## src/rtl/irq_ctrl_pkg.sv

```systemverilog
// irq_ctrl_pkg: shared types and constants for the interrupt controller.
//   irq_state_t   - controller FSM states
//   REG_*         - register-port addresses
package irq_ctrl_pkg;

  typedef enum logic [1:0] {
    IDLE   = 2'd0,
    REQ    = 2'd1,
    ACTIVE = 2'd2
  } irq_state_t;

  localparam logic [1:0] REG_ENABLE    = 2'd0;
  localparam logic [1:0] REG_PENDING   = 2'd1;
  localparam logic [1:0] REG_ACTIVE_ID = 2'd2;

endpackage

```

## src/rtl/irq_arbiter.sv

```systemverilog
// irq_arbiter: combinational source selector.
//   cand       in  candidate sources (pending & enabled)
//   last_grant in  ID of the most recently acknowledged source
//   sel_id     out selected source ID (valid when any = 1)
//   any        out at least one candidate present
// RR_EN = 0: lowest set index wins. RR_EN = 1: search starts at last_grant+1.
module irq_arbiter #(
  parameter int NUM_SRC = 4,
  parameter bit RR_EN   = 1'b0,
  parameter int ID_W    = $clog2(NUM_SRC)
) (
  input  logic [NUM_SRC-1:0] cand,
  input  logic [ID_W-1:0]    last_grant,
  output logic [ID_W-1:0]    sel_id,
  output logic               any
);

  always_comb begin
    int   start;
    int   idx;
    logic found;
    sel_id = '0;
    found  = 1'b0;
    start  = RR_EN ? (int'(last_grant) + 1) % NUM_SRC : 0;
    // Rotating scan; first hit from the start point wins.
    for (int k = 0; k < NUM_SRC; k++) begin
      idx = (start + k) % NUM_SRC;
      if (!found && cand[idx]) begin
        found  = 1'b1;
        sel_id = ID_W'(idx);
      end
    end
  end

  assign any = |cand;

endmodule

```

## src/rtl/irq_ctrl.sv

```systemverilog
// irq_ctrl: NUM_SRC-input interrupt controller with a single
// request/ack/done handshake towards the core trap logic.
//   clk, rst        clock, synchronous active-high reset
//   src_i           interrupt lines (already synchronous)
//   reg_we/addr/wdata/rdata  register port: ENABLE, PENDING (W1C, edge only),
//                   ACTIVE_ID (read-only); rdata is combinational
//   irq_valid/irq_id  request and its source ID
//   irq_ack         core takes the trap (REQ only)
//   irq_done        core returned from the handler (ACTIVE only)
module irq_ctrl
  import irq_ctrl_pkg::*;
#(
  parameter int                 NUM_SRC   = 4,
  parameter logic [NUM_SRC-1:0] EDGE_MASK = {NUM_SRC{1'b1}},
  parameter bit                 RR_EN     = 1'b0,
  parameter int                 ID_W      = $clog2(NUM_SRC)
) (
  input  logic               clk,
  input  logic               rst,
  input  logic [NUM_SRC-1:0] src_i,
  input  logic               reg_we,
  input  logic [1:0]         reg_addr,
  input  logic [NUM_SRC-1:0] reg_wdata,
  output logic [NUM_SRC-1:0] reg_rdata,
  output logic               irq_valid,
  output logic [ID_W-1:0]    irq_id,
  input  logic               irq_ack,
  input  logic               irq_done
);

  irq_state_t         state_q, state_d;
  logic [ID_W-1:0]    irq_id_q, irq_id_d;
  logic [ID_W-1:0]    last_grant_q, last_grant_d;
  logic [NUM_SRC-1:0] enable_q, enable_d;
  logic [NUM_SRC-1:0] pending_q, pending_d;
  logic [NUM_SRC-1:0] src_q, src_d;
  logic [NUM_SRC-1:0] cand, w1c;
  logic [ID_W-1:0]    sel_id;
  logic               any, ack_take;

  assign cand     = pending_q & enable_q;
  assign ack_take = (state_q == REQ) && irq_ack;

  irq_arbiter #(.NUM_SRC(NUM_SRC), .RR_EN(RR_EN), .ID_W(ID_W)) u_arb (
    .cand      (cand),
    .last_grant(last_grant_q),
    .sel_id    (sel_id),
    .any       (any)
  );

  // State register plus all controller flops.
  always_ff @(posedge clk) begin
    if (rst) begin
      state_q      <= IDLE;
      irq_id_q     <= '0;
      last_grant_q <= ID_W'(NUM_SRC - 1);
      enable_q     <= '0;
      pending_q    <= '0;
      src_q        <= '0;
    end else begin
      state_q      <= state_d;
      irq_id_q     <= irq_id_d;
      last_grant_q <= last_grant_d;
      enable_q     <= enable_d;
      pending_q    <= pending_d;
      src_q        <= src_d;
    end
  end

  // Source tracking and software-visible registers.
  always_comb begin
    src_d        = src_i;
    enable_d     = enable_q;
    if (reg_we && reg_addr == REG_ENABLE) enable_d = reg_wdata;
    w1c          = (reg_we && reg_addr == REG_PENDING) ? reg_wdata : '0;
    last_grant_d = ack_take ? irq_id_q : last_grant_q;
    pending_d    = '0;
    for (int i = 0; i < NUM_SRC; i++) begin
      if (EDGE_MASK[i]) begin
        // Clear first, then set: a new edge beats a simultaneous clear.
        pending_d[i] = (pending_q[i] & ~(w1c[i] | (ack_take && irq_id_q == ID_W'(i))))
                     | (src_i[i] & ~src_q[i]);
      end else begin
        pending_d[i] = src_i[i];
      end
    end
  end

  // Next-state logic.
  always_comb begin
    state_d  = state_q;
    irq_id_d = irq_id_q;
    case (state_q)
      IDLE: if (any) begin
        state_d  = REQ;
        irq_id_d = sel_id;
      end
      // Ack takes precedence over a withdrawal in the same cycle.
      REQ: begin
        if (irq_ack)              state_d = ACTIVE;
        else if (!cand[irq_id_q]) state_d = IDLE;
      end
      ACTIVE: if (irq_done) state_d = IDLE;
      default: state_d = IDLE;
    endcase
  end

  // Outputs.
  always_comb begin
    irq_valid = (state_q == REQ);
    reg_rdata = '0;
    case (reg_addr)
      REG_ENABLE:    reg_rdata = enable_q;
      REG_PENDING:   reg_rdata = pending_q;
      REG_ACTIVE_ID: if (state_q != IDLE) reg_rdata[ID_W-1:0] = irq_id_q;
      default:       reg_rdata = '0;
    endcase
  end

  assign irq_id = irq_id_q;

endmodule

```

## config.mk

```make
export PLATFORM = sky130hd
export DESIGN_NAME = irq_ctrl
export DESIGN_NICKNAME = d
export VERILOG_FILES = /design/src/rtl/irq_ctrl_pkg.sv /design/src/rtl/irq_arbiter.sv /design/src/rtl/irq_ctrl.sv
export SDC_FILE = /design/constraint.sdc
export NUM_CORES = 1
export LEC_CHECK = 0
export ABC_AREA = 1
export CAP_MARGIN = 20
export CORE_AREA = 2 2 39 41
export CTS_BUF_LIST = sky130_fd_sc_hd__clkbuf_8
export DETAILED_ROUTE_END_ITERATION = 7
export DIE_AREA = 0 0 41 43
export DONT_BUFFER_PORTS = 1
export PLACE_DENSITY_LB_ADDON = 0.2
export SLEW_MARGIN = 20
export SYNTH_ARGS = -nofsm -noshare
export SYNTH_HDL_FRONTEND = slang
export SYNTH_SLANG_ARGS = --single-unit
```

## constraint.sdc

```tcl
create_clock -name clk -period 2 [get_ports clk]
set_input_delay 0.4 -clock clk [delete_from_list [all_inputs] [get_ports clk]]
set_output_delay 0.4 -clock clk [all_outputs]
set_load 0.05 [all_outputs]
```

==> flow_summary.json <==
{
  "hold_start": "rst",
  "cts.sinks": 16,
  "netlist_area_um2": 792,
  "hold_path_class": "in -> reg",
  "clock.fmax_mhz": 643,
  "met1_usage": 0.270,
  "reg2reg_from": "state_q[0]",
  "synthXorXnorAreaFrac": 0,
  "cts_hold_buf": 0,
  "fin_util": 0.641,
  "grt_use_total": 0.230,
  "dp_hpwl_um": 1280,
  "vdd_drop_max_uv": 521,
  "area_growth_pct": 12.0,
  "antenna_found_initial": 0,
  "cp_cell_sequence": "inv_1, nand2_1, nand3_1, nand3_1, buf_4",
  "ys_ff_latch": 16,
  "r2r_setup_slack_ns": 0.80,
  "synth_fa_ha_area_frac": 0,
  "rr_endpoint": "state_q[0]",
  "drive_above_1_share": 0.144,
  "synth.area.mux_share": 0,
  "maxSlewViolCount": 0,
  "cts_buffer_depth": 2,
  "synth_top_family_by_area": "simple AND/OR/NAND/NOR gates",
  "final.setup.tns_ns": 0,
  "cts_root_buffer": "clkbuf_8",
  "maxCapViolations": 0,
  "drt_iter0_markers": 21,
  "wl_per_cell_um": 11.8,
  "cp_slowest_cell": "dfxtp_1",
  "grtUsageMet3": 0.0733,
  "boundaryPins": 22,
  "synth-compound-area-share": 0.0995,
  "h-tree-depth": 1,
  "holdPathEnd": "irq_id[1]",
  "coreArea_um2": 1380,
  "max_slew.worst_pin.slew_ns": 0.497,
  "fin_crit_sh": 0.778,
  "dieWidth_um": 41,
  "start_util": 0.572,
  "synth_warnings": 0,
  "path_common_cell": "nand3_1",
  "relSlewSlack": 0.670,
  "grt_pass1_wl_um": 2650,
  "power_frac_comb": 0.149,
  "regArea_um2": 320,
  "io_buffers": 0,
  "multiInputGateArea_um2": 390,
  "use_met2": 0.334,
  "n_antenna_cell": 0,
  "period_needed_ns": 1.56,
  "start_kind": "register",
  "finClkSkew_ns": 0.000423,
  "die-area_um2": 1760,
  "synthSimpleGateAreaFrac": 0.393,
  "gp_congestion": 0.756,
  "syn_inst": 119,
  "grt_max_degree": 12,
  "synth_area_per_cell_um2": 6.66,
  "p_leak_uw": 0.000433,
  "ant_nets": 0,
  "path_clk_slew_ns": 0.06,
  "grt_overflow": 0,
  "sw_frac_of_total": 0.282,
  "cp_slowest_stage_delay_ns": 0.35,
  "yosysSeqAreaShare": 0.404,
  "fillerInstances": 131,
  "min_delay_path_depth": 1,
  "rr_worst_depth": 6,
  "p_int_uw": 551,
  "outcome": "finished clean",
  "clock_latency_ns": 0.25,
  "rsz0062_at_grt": "false",
  "synth_cell_types": 18,
  "cts_setup_buffers": 0,
  "setup-violations-final": 0,
  "seqPwrFrac": 0.467,
  "crit_required_ns": 1.60,
  "cts_tree": "done",
  "cts_resized": 0,
  "drc": 0,
  "grt-busiest-layer": "met2",
  "cts_made_buffers": 3,
  "clock_power_share": 0.384,
  "dr.pass1.iters": 4,
  "row_count": 14,
  "critPathCaptureType": "primary output",
  "criticalPathCategory": "reg -> out",
  "wl_um": 1670,
  "worstPathArrival_ns": 1.16,
  "vias_per_cell": 5.20,
  "die_h_um": 43,
  "synth_nets": 134,
  "finalHoldViolCount": 0,
  "power.switching_uw": 216,
  "finish.net_count": 141,
  "p_per_area_nw_per_um2": 865,
  "grt_pass1_vias": 673,
  "num_vias": 733,
  "crit_fanout": 4
}
[layer usage]
| metal | routed length, µm | part of all wire |
|---|---|---|
| met5 | 0 | 0 |
| met4 | 62 | 0.037 |
| met3 | 100 | 0.060 |
| met2 | 781 | 0.47 |
| met1 | 722 | 0.43 |
[worst max-delay path: cells and delay by family, from the launching register on]
kind	cells	cell delay [ns]
flip-flops	1	0.35
AND/OR/NAND/NOR	3	0.31
buffers and inverters	2	0.23
[layout by cell type (no fill, tap or decap)]
| cell type | Yosys | layout |
|---|---|---|
| nand2_2 | 3 | 3 |
| a21oi_1 | 2 | 2 |
| o21a_1 | 1 | 1 |
| a22o_1 | 2 | 2 |
| nor2_2 | 2 | 2 |
| dfxtp_1 | 16 | 16 |
| nor3_1 | 1 | 1 |
| o21ai_1 | 1 | 1 |
| nand3_1 | 12 | 12 |
| clkbuf_8 | 0 | 4 |
| nand2_1 | 29 | 29 |
| inv_2 | 3 | 3 |
| o21bai_4 | 1 | 1 |
| nor2_1 | 19 | 19 |
| nand4_1 | 4 | 4 |
| nand3_2 | 1 | 1 |
| o21ai_0 | 4 | 4 |
| buf_4 | 0 | 4 |
| inv_1 | 16 | 16 |
[cells by family (layout without fill, tap and decap cells)]
family / Yosys count / count (layout)
AND/OR/NAND/NOR: 71 / 71
buffers and inverters: 21 / 27
flip-flops: 16 / 16
AO/OA/AOI/OAI: 11 / 11
[metrics by stage]
stage	hold slack (ns)	std cells	worst slack, ns	total power (µW)	area (µm²)
after detailed placement	0.404	137	0.506	479	832
final	0.205	141	0.445	768	887
after global routing	0.199	141	0.367	800	887
after CTS	0.200	141	0.432	772	887
after global placement	0.393	137	0.545	476	832
after floorplan	0.389	119	0.288	457	792
[cell type report]
cell class / instances / area share
Multi-Input combinational cell: 82 / 0.440
Sequential cell: 16 / 0.361
Inverter: 19 / 0.0804
Clock buffer: 4 / 0.0621
Timing Repair Buffer: 4 / 0.0339
Tap cell: 16 / 0.0226
[state kept, by name, indices dropped and copies added, names as in the netlist]
name,count
pending_q,4
irq_id,2
state_q,2
src_q,4
enable_q,4
[power groups by stage]
stage,Sequential [µW],Clock (µW),Combinational (µW)
CTS,358,299,115
finish,358,295,114
global route,360,311,128
global placement,364,0,112
detailed placement,365,0,114
floorplan,370,0,86.8
[synth_stat cells, drive strengths merged]
master / number / area share
buf: 2 / 0.013
o21ai: 5 / 0.032
dfxtp: 16 / 0.40
nand3: 13 / 0.088
a22o: 2 / 0.022
o21a: 1 / 0.0095
o21bai: 1 / 0.024
inv: 19 / 0.090
nor3: 1 / 0.0063
nand2: 32 / 0.16
nand4: 4 / 0.032
a21oi: 2 / 0.013
nor2: 21 / 0.11
[worst max-delay path by stage]
| stage | startpoint | to | slack (ns) | cells after the start |
|---|---|---|---|---|
| 2_1_floorplan | irq_id[1] | reg_rdata[1] | 0.29 | 3 |
| 3_3_place_gp | reg_addr[1] | reg_rdata[3] | 0.55 | 2 |
| 3_5_place_dp | reg_addr[1] | reg_rdata[3] | 0.51 | 4 |
| 4_1_cts | state_q[0] | reg_rdata[0] | 0.43 | 5 |
| 5_1_grt | state_q[0] | reg_rdata[0] | 0.37 | 5 |
| 6_report | state_q[0] | reg_rdata[0] | 0.44 | 5 |
Note: power is estimated with default switching activity, not from simulation.
